[src/rtl/ifetch_pkg.sv]
// Shared types and constants for the instruction fetch queue.
// Optional feature macro: IFETCH_PREDECODE_EN (per-entry branch/jump flags).
package ifetch_pkg;

  // Primary opcode field values (inst[31:26]) recognised by predecode.
  localparam logic [5:0] OP_J   = 6'h02;
  localparam logic [5:0] OP_JAL = 6'h03;
  localparam logic [5:0] OP_BEQ = 6'h04;
  localparam logic [5:0] OP_BNE = 6'h05;

  // Memory request FSM: IDLE = no request on the bus, REQ = imem_req held.
  typedef enum logic {
    IDLE = 1'b0,
    REQ  = 1'b1
  } req_state_t;

`ifdef IFETCH_PREDECODE_EN
  typedef struct packed {
    logic is_branch;
    logic is_jump;
  } ifq_flags_t;

  typedef struct packed {
    logic [31:0] pc;
    logic [31:0] inst;
    ifq_flags_t  flags;
  } ifq_entry_t;

  function automatic ifq_flags_t predecode(input logic [31:0] inst);
    ifq_flags_t f;
    f.is_branch = (inst[31:26] == OP_BEQ) || (inst[31:26] == OP_BNE);
    f.is_jump   = (inst[31:26] == OP_J)   || (inst[31:26] == OP_JAL);
    return f;
  endfunction
`else
  typedef struct packed {
    logic [31:0] pc;
    logic [31:0] inst;
  } ifq_entry_t;
`endif

endpackage

[src/rtl/ifq_fifo.sv]
// Synchronous FIFO with combinational head, occupancy count and flush.
// Push and pop may coincide at any occupancy, including full.
module ifq_fifo #(
  parameter int unsigned WIDTH = 32,
  parameter int unsigned DEPTH = 4
) (
  input  logic                       clock,
  input  logic                       reset_n,
  input  logic                       flush,
  input  logic                       push,
  input  logic [WIDTH-1:0]           push_data,
  input  logic                       pop,
  output logic [WIDTH-1:0]           head,
  output logic [$clog2(DEPTH+1)-1:0] count
);

  localparam int unsigned PW = $clog2(DEPTH);
  localparam int unsigned CW = $clog2(DEPTH+1);

  logic [WIDTH-1:0] mem [DEPTH];
  logic [PW-1:0]    rd_ptr;
  logic [PW-1:0]    wr_ptr;
  logic             is_empty;
  logic             is_full;
  logic             do_push;
  logic             do_pop;

  assign is_empty = (count == '0);
  assign is_full  = (count == CW'(DEPTH));
  assign do_pop   = pop && !is_empty;
  // When full, a push is only taken if the head is leaving the same cycle.
  assign do_push  = push && (!is_full || do_pop);
  assign head     = mem[rd_ptr];

  // Pointer, count and storage update; flush discards contents.
  always_ff @(posedge clock or negedge reset_n) begin
    if (!reset_n) begin
      rd_ptr <= '0;
      wr_ptr <= '0;
      count  <= '0;
      for (int unsigned i = 0; i < DEPTH; i++) begin
        mem[i] <= '0;
      end
    end else if (flush) begin
      rd_ptr <= '0;
      wr_ptr <= '0;
      count  <= '0;
    end else begin
      if (do_push) begin
        mem[wr_ptr] <= push_data;
        wr_ptr      <= wr_ptr + 1'b1;
      end
      if (do_pop) begin
        rd_ptr <= rd_ptr + 1'b1;
      end
      count <= count + CW'(do_push) - CW'(do_pop);
    end
  end

endmodule

[src/rtl/ifetch_queue.sv]
// Instruction fetch queue: accepts PCs, issues in-order memory reads,
// tags returns with their PC and buffers them for decode. A redirect
// flushes everything and discards returns still in flight.
// Optional feature macro: IFETCH_PREDECODE_EN adds inst_is_branch/inst_is_jump.
module ifetch_queue
  import ifetch_pkg::*;
#(
  parameter int unsigned DEPTH   = 4,
  parameter int unsigned MAX_OUT = 2
) (
  input  logic        clock,
  input  logic        reset_n,
  input  logic [31:0] pc_in,
  input  logic        pc_valid,
  output logic        pc_ready,
  input  logic        redirect,
  output logic        imem_req,
  input  logic        imem_gnt,
  output logic [31:0] imem_addr,
  input  logic        imem_rvalid,
  input  logic [31:0] imem_rdata,
  output logic        inst_valid,
  input  logic        inst_ready,
  output logic [31:0] inst_out,
  output logic [31:0] inst_pc
`ifdef IFETCH_PREDECODE_EN
  ,
  output logic        inst_is_branch,
  output logic        inst_is_jump
`endif
);

  localparam int unsigned CW = $clog2(DEPTH+1);
  localparam int unsigned SW = CW + 1;

  req_state_t  state;
  logic        req_stale;
  logic [CW-1:0] outstanding;
  logic [CW-1:0] outstanding_next;
  logic [CW-1:0] drop_count;
  logic [CW-1:0] q_count;
  logic [CW-1:0] t_count;
  logic [SW-1:0] credit_used;

  logic        pending;
  logic        gnt_fire;
  logic        pc_fire;
  logic        ret_fire;
  logic        ret_keep;
  logic        ret_drop;
  logic        tag_push;
  logic [31:0] tag_head;
  logic [31:0] aligned_pc;
  ifq_entry_t  q_wdata;
  ifq_entry_t  q_head;
  logic        q_pop;
  logic        unused_pc_lsb;

  assign unused_pc_lsb = ^pc_in[1:0];
  assign aligned_pc    = {pc_in[31:2], 2'b00};

  assign pending     = (state == REQ);
  assign gnt_fire    = pending && imem_gnt;
  assign credit_used = SW'(q_count) + SW'(outstanding) + SW'(pending);
  assign pc_ready    = !redirect
                    && ((state == IDLE) || imem_gnt)
                    && (credit_used < SW'(DEPTH))
                    && (outstanding < CW'(MAX_OUT));
  assign pc_fire     = pc_valid && pc_ready;

  // Returns with nothing outstanding are spurious and ignored; a return in a
  // redirect cycle or while drop_count is non-zero belongs to the old stream.
  assign ret_fire = imem_rvalid && (outstanding != '0);
  assign ret_drop = ret_fire && !redirect && (drop_count != '0);
  assign ret_keep = ret_fire && !redirect && (drop_count == '0) && (t_count != '0);

  // A stale request (caught in REQ by a redirect) is already in drop_count,
  // so its grant must not create a tag.
  assign tag_push = gnt_fire && !req_stale && !redirect;
  assign q_pop    = inst_valid && inst_ready;

  assign outstanding_next = outstanding + CW'(gnt_fire) - CW'(ret_fire);

  // Assemble the queue entry from the returning data and its tag.
  always_comb begin
    q_wdata      = '0;
    q_wdata.pc   = tag_head;
    q_wdata.inst = imem_rdata;
`ifdef IFETCH_PREDECODE_EN
    q_wdata.flags = predecode(imem_rdata);
`endif
  end

  // Request FSM: holds imem_req/imem_addr until granted, chaining on grant.
  always_ff @(posedge clock or negedge reset_n) begin
    if (!reset_n) begin
      state     <= IDLE;
      imem_req  <= 1'b0;
      imem_addr <= '0;
      req_stale <= 1'b0;
    end else begin
      case (state)
        IDLE: begin
          if (pc_fire) begin
            state     <= REQ;
            imem_req  <= 1'b1;
            imem_addr <= aligned_pc;
            req_stale <= 1'b0;
          end
        end
        REQ: begin
          if (imem_gnt) begin
            req_stale <= 1'b0;
            if (pc_fire) begin
              imem_addr <= aligned_pc;
            end else begin
              state    <= IDLE;
              imem_req <= 1'b0;
            end
          end else if (redirect) begin
            req_stale <= 1'b1;
          end
        end
        default: begin
          state    <= IDLE;
          imem_req <= 1'b0;
        end
      endcase
    end
  end

  // In-flight accounting. On redirect every request still owed a return,
  // including one waiting for grant, is marked for discard.
  always_ff @(posedge clock or negedge reset_n) begin
    if (!reset_n) begin
      outstanding <= '0;
      drop_count  <= '0;
    end else begin
      outstanding <= outstanding_next;
      if (redirect) begin
        drop_count <= outstanding_next + CW'(pending && !imem_gnt);
      end else if (ret_drop) begin
        drop_count <= drop_count - 1'b1;
      end
    end
  end

  ifq_fifo #(
    .WIDTH (32),
    .DEPTH (DEPTH)
  ) u_tag_fifo (
    .clock     (clock),
    .reset_n   (reset_n),
    .flush     (redirect),
    .push      (tag_push),
    .push_data (imem_addr),
    .pop       (ret_keep),
    .head      (tag_head),
    .count     (t_count)
  );

  ifq_fifo #(
    .WIDTH ($bits(ifq_entry_t)),
    .DEPTH (DEPTH)
  ) u_inst_fifo (
    .clock     (clock),
    .reset_n   (reset_n),
    .flush     (redirect),
    .push      (ret_keep),
    .push_data (q_wdata),
    .pop       (q_pop),
    .head      (q_head),
    .count     (q_count)
  );

  assign inst_valid = (q_count != '0);
  assign inst_out   = q_head.inst;
  assign inst_pc    = q_head.pc;
`ifdef IFETCH_PREDECODE_EN
  assign inst_is_branch = q_head.flags.is_branch;
  assign inst_is_jump   = q_head.flags.is_jump;
`endif

endmodule
[config.mk]
export PLATFORM = sky130hd
export DESIGN_NAME = ifetch_queue
export DESIGN_NICKNAME = d
export VERILOG_FILES = /design/src/rtl/ifetch_pkg.sv /design/src/rtl/ifq_fifo.sv /design/src/rtl/ifetch_queue.sv
export SDC_FILE = /design/constraint.sdc
export NUM_CORES = 1
export LEC_CHECK = 0
export ABC_AREA = 1
export BUFFER_PORTS_ARGS = -buffer_cell sky130_fd_sc_hd__buf_2
export CORE_ASPECT_RATIO = 0.6
export CORE_MARGIN = 5
export CORE_UTILIZATION = 25
export DETAILED_ROUTE_END_ITERATION = 10
export PLACE_DENSITY = 0.39
export SYNTH_ARGS = -nofsm -noshare
export SYNTH_HDL_FRONTEND = slang
export SYNTH_SLANG_ARGS = --single-unit
[constraint.sdc]
create_clock -name clock -period 4.32 [get_ports clock]
set_input_delay 0.864 -clock clock [delete_from_list [all_inputs] [get_ports clock]]
set_output_delay 0.864 -clock clock [all_outputs]
set_load 0.005 [all_outputs]
-- After elaboration in Yosys (flattened, before gate mapping)
Cells that the tools add are included.
- bitwise logic cells: 6
- equality and inequality tests: 6
- reduce and logical (&&, ||, !) cells: 46
- $lt $le $gt $ge: 8
- add/sub/neg operators: 14
- mux-type cells: 38
- operators by type and width (cell ; number):
    $bwmux 256 ; 1
    $mux 64 ; 3
    $mux 32 ; 5
    $bmux 64 s2 ; 1
    $bwmux 128 ; 1
    $demux 64 s2 ; 1
    $bmux 32 s2 ; 1
    $demux 32 s2 ; 1
    $pmux 32 s2 ; 1
    $logic_and 1x1->1 ; 20
    $mux 2 ; 8
    $add 3x1->3 ; 4
    $ge 3x3->1 const B ; 4
    $mux 3 ; 4
    $not 2->3 ; 4
    $reduce_bool 3->1 ; 4
    $reduce_bool 2->1 ; 5
    $logic_not 3->1 ; 3
    $sub 3x1->3 ; 3
    $add 2x1->2 const B ; 4
    $mux 1 ; 8
    $logic_not 1->1 ; 7
    $eq 3x3->1 const B ; 2
    $lt 3x1->1 const B ; 2
    12 further kinds ; 21
- register bits after elaboration: 439
- output and inout bits: 99
- bits of input ports: 71

-- Depth between registers and ports, before layout
- depth in word-level cells: 11
- depth in mapped cells: 15
- gate-level depth less buffers: 14

-- Modules after synthesis
Synthesis repeated with hierarchy kept, for this count alone.
- cell total of the unflattened synthesis: 2575
- area total of the unflattened synthesis: 21297.9 um2
- by module, submodules not included (module ; cells an instance ; times used ; area each (um2)):
    ifq_fifo at u_inst_fifo ; 1552 ; 1 ; 12710.9
    ifq_fifo at u_tag_fifo ; 804 ; 1 ; 6562.5
    ifetch_queue ; 219 ; 1 ; 2024.4

-- Worst setup path before layout
Ideal clock, no wire load.
- path kind: input to register
- start point: in imem_rvalid
- end point: reg drop_count[1]
- stages on the path: 11
- arrival time: 2.563 ns
- setup time: 0.126 ns
- path buffers: 0
- slack: 1.631 ns
- required time: 4.194 ns
- path through: nand2_1 -> inv_1 -> ha_1 -> inv_1 -> ha_1 -> fa_1 -> ha_1 -> nand2_1 -> o21ai_0 -> nand2_1 -> o21ai_0
- word-level cells in the longest chain between the ends: 4
- ends and longest elaborated chain (item ; line ; RTL):
    from (decl) ; ifetch_queue.sv:20 ; input logic imem_rvalid,
    $logic_and 1x1->1 ; ifetch_queue.sv:73 ; assign ret_fire = imem_rvalid && (outstanding != '0);
    $sub 3x1->3 ; ifetch_queue.sv:82 ; assign outstanding_next = outstanding + CW'(gnt_fire) - CW'(ret_fire);
    net outstanding_next[1] ; ifetch_queue.sv:39 ; logic [CW-1:0] outstanding_next;
    $add 3x1->3 ; ifetch_queue.sv:141 ; drop_count <= outstanding_next + CW'(pending && !imem_gnt);
    $mux 3 ; ifetch_queue.sv:140 ; if (redirect) begin
    to (signal assigned) ; ifetch_queue.sv:141 ;
    to (signal assigned) ; ifetch_queue.sv:143 ; drop_count <= drop_count - 1'b1;
    to (decl) ; ifetch_queue.sv:40 ; logic [CW-1:0] drop_count;
The timed path passes the listed nets, and every way through them passes these cells.
A chain may end at the register's enable or synchronous reset.

-- Final worst setup path
- start point: reg u_inst_fifo.rd_ptr[0]
- end point: out inst_pc[11]
- word-level cells in the longest chain between the ends: 4
- ends and longest elaborated chain (item ; line ; RTL):
    from (decl) ; ifq_fifo.sv:21 ; logic [PW-1:0] rd_ptr;
    from (signal assigned) ; ifq_fifo.sv:54 ; rd_ptr <= rd_ptr + 1'b1;
    $not 2->3 (not written as such) ; ifq_fifo.sv:33 ; assign head = mem[rd_ptr];
    $bmux 64 s2 ; ifq_fifo.sv:33 ;
    $mux 64 (not written as such) (2 in a row) ; ifq_fifo.sv:33 ;
    to (decl) ; ifetch_queue.sv:25 ; output logic [31:0] inst_pc
Every way passes these cells. The select of a mux whose other input is x is not followed.

==> results_dict.tcl <==
set metrics [dict create \
    synthDominantAreaCellType "dfrtp_1" \
    die_outline_area_sq_mm 0.0819 \
    numPlacedInstances 3232 \
    launching_point_of_the_worst_reg2reg_path "drop_count[0]" \
    clockBufferDepth 3 \
    die-height_um 224 \
    ys_seq_area_frac 0.553 \
    grt_util_all_layers 0.145 \
    grt_start_max_net_pins 126 \
    initial_utilization 0.252 \
    detailedPlacementHpwl_mm 36.7 \
    boundaryPins 170 \
    initialDrtViolationCount 1184 \
    worstSetupStartpointType "flop" \
    crit_fanout 55 \
    number_of_vias_in_the_routed_layout 15691 \
    synth-warning-count 0 \
    design_area_sq_mm 0.0224 \
    timing_max_transition_violations_final 0 \
    grt_pass1_wl_mm 94.3 \
    core_area_sq_mm 0.0755 \
    power.leakage_nw 10.9 \
    max-cap-violations 0 \
    worst_setup_hold_path_clk_slew_ns 0.06 \
    crit_type "reg2out" \
    portBuffers 163 \
    number_of_antenna_violations_at_the_first_check_in_global_routing 1 \
    netlist-cell-type-count 32 \
    place_congestion 0.745 \
    post_route_cells_drive_above_1_share 0.131 \
    syn-instance-count 2200 \
    swShare 0.320 \
    setup.worst_path.end_class "output port" \
    reg2reg_to "u_inst_fifo.mem[179]" \
    unrepaired_setup_endpoints_after_global_routing "no" \
    mappedNetlistArea_sq_mm 0.0190 \
    power.sequential.fraction 0.403 \
    cts_inserted_buffers 48 \
    number_of_global_route_vias_before_repair 15562 \
    status "finished, final reports clean" \
    clock_power_share 0.389 \
    yosys_most_used_dff "dfrtp_1" \
    routedWlPerCell_um 18.0 \
    period_needed_ns 3.70 \
    grt.overflow.total 0 \
    die_w_um 366 \
    clkLatencyLatePin_ns 0.59 \
    pwr-share-comb 0.209 \
    slowest_delay_ns 0.67 \
    worst_ep_arrival_time_ns 2.84 \
    instances_no_fill 3321 \
    tritoncts "done" \
    layout.nets 2378 \
    critPathSlowestCell "dfrtp_4" \
    clock_tree.htree_level_count 2 \
    post_cts_resized 0 \
    final.fill_count 8013 \
    fin_tns_setup_ns 0 \
    dpl_worst_slack_ns 1.16 \
    synth.cells.most_frequent "581 x nand2_1, 421 x dfrtp_1, 259 x o21ai_0" \
    postSynthAreaPerCell_sq_um 8.65 \
    synth.top_cell.area_share 0.553 \
    relative_max_transition_margin 0.297 \
    pwr_density_cell_mw_per_mm2 512 \
    netSwitchingPower_w 0.00367 \
    final.setup.worst_slack_ns 0.615 \
    cts_root_buf "clkbuf_16" \
    synth_top_cells_by_area "dfrtp_1 55%, nand2_1 11%, o21ai_0 6.8%" \
    peak_supply_drop_v 0.000260 \
    clock.fmax_mhz 270 \
    cell_internal_pwr_w 0.00781 \
    detail_route.first_pass.iterations 5 \
    clkSinkCount 421 \
    setup-violations-final 0 \
    yosysMostFrequentCell "nand2_1" \
    worstRegToRegCells 10 \
    synth-edff-count 0 \
    detail_route.wirelength_mm 59.9 \
    design_power_total_w 0.0115 \
    detail_route.drc_violations 0 \
    syn2layout_area_growth_pct 17.8 \
    post_drt_via_cell_ratio 4.72 \
    placedInstanceArea_sq_mm 0.0207 \
    critical_path.cell_chain "buf_4 -> o21ai_0 -> o22ai_1 -> buf_2" \
    postCtsSetupBuffers 0 \
    transition_time_at_the_pin_with_the_least_slew_margin_ns 1.06 \
    postCtsHoldBufs 0 \
    final_antenna_net_count 0 \
    asyncSetResetFlopFracSynth 1.00 \
    worstPathRequired_ns 3.46 \
    std_cell_rows 78 \
    worst-r2r-setup-slack_ns 1.68 \
    hold_viol 0 \
    hold_class "in2async" \
    period_share 0.858 \
    postSynthRegisterBits 421 \
    final.setup_skew_ns 0.0162 \
]
-- routing by layer --
layer / track usage / part of all wire / wire, um
met1: 0.215 / 0.49 / 29600
met2: 0.220 / 0.44 / 26200
met3: 0.0269 / 0.052 / 3130
met4: 0.0307 / 0.016 / 961
met5: 0 / 0 / 0
-- how the worst max path moves through the flow --
stage / slack (ns) / endpoint / from
after floorplan: 1.63 / drop_count[1] / imem_rvalid
after global placement: 1.15 / inst_pc[19] / u_inst_fifo.rd_ptr[0]
after detailed placement: 1.16 / inst_pc[19] / u_inst_fifo.rd_ptr[0]
after CTS: 0.51 / inst_pc[19] / u_inst_fifo.rd_ptr[0]
after global routing: 0.40 / inst_pc[19] / u_inst_fifo.rd_ptr[0]
final: 0.62 / inst_pc[11] / u_inst_fifo.rd_ptr[0]
-- flip-flops by register name (all words and copies together) (netlist names) --
| signal | count |
|---|---|
| drop_count | 3 |
| imem_addr | 30 |
| imem_req | 1 |
| outstanding | 3 |
| pending | 1 |
| req_stale | 1 |
| u_inst_fifo.count | 3 |
| u_inst_fifo.mem | 248 |
| u_inst_fifo.rd_ptr | 2 |
| u_inst_fifo.wr_ptr | 2 |
| u_tag_fifo.count | 3 |
| u_tag_fifo.mem | 120 |
| u_tag_fifo.rd_ptr | 2 |
| u_tag_fifo.wr_ptr | 2 |
-- layout by cell type (no fill, tap or decap), types with 12 or more instances in the layout --
cell	synthesis	routed
nand4_1	121	121
nand2_1	581	581
buf_4	18	32
buf_2	47	162
o21ai_0	259	259
ha_1	22	22
o21ai_1	183	183
dfrtp_1	421	418
o22a_1	30	30
clkinv_2	0	14
clkbuf_16	0	49
buf_12	0	12
nand3_1	44	44
inv_1	70	70
o22ai_1	62	62
nor2_1	201	201
-- through the flow --
stage           util  hold slack, ns
6_report       0.297           0.320
5_1_grt        0.297           0.387
4_1_cts        0.297           0.337
3_5_place_dp   0.274           0.453
3_3_place_gp   0.274           0.448
2_1_floorplan      -           0.437
-- layout make-up --
cell class | count | area (sq um) | share of cell area
multi-input cells | 1530 | 7350 | 0.328
clock buffers | 61 | 1330 | 0.0594
flip-flops and latches | 421 | 10500 | 0.470
repair buffers | 207 | 1310 | 0.0582
well taps | 1000 | 1250 | 0.0558
diodes | 3 | 7.51 | 0.000335
clock inverters | 25 | 355 | 0.0158
inverters | 74 | 280 | 0.0125
-- critical path, delay by kind of cell (launching register included) --
family | cells | cell delay (ns)
DFF | 1 | 0.67
AOI/OAI and AO/OA | 2 | 0.73
buffers and inverters | 2 | 0.81
-- cell families (layout without fill, tap and decap cells) --
logic type,count (synthesis),after routing,share of synthesized area
AOI/OAI and AO/OA,538,538,0.152
buffers and inverters,252,367,0.0619
adders and majority gates,25,25,0.0176
DFF,421,421,0.553
and+or+nand+nor,957,957,0.212
other,1,7,0.000197
xor gates and xnor gates,6,6,0.00276
-- power by group through the flow --
| stage | sequential (W) | clock [W] | combinational, W |
|---|---|---|---|
| final | 0.00462 | 0.00446 | 0.00239 |
| after CTS | 0.00463 | 0.00464 | 0.00247 |
| after global routing | 0.00467 | 0.00480 | 0.00274 |
| after detailed placement | 0.00470 | 0 | 0.00247 |
| after floorplan | 0.00453 | 0 | 0.00138 |
| after global placement | 0.00470 | 0 | 0.00245 |
(Power assumes the default switching activity.)
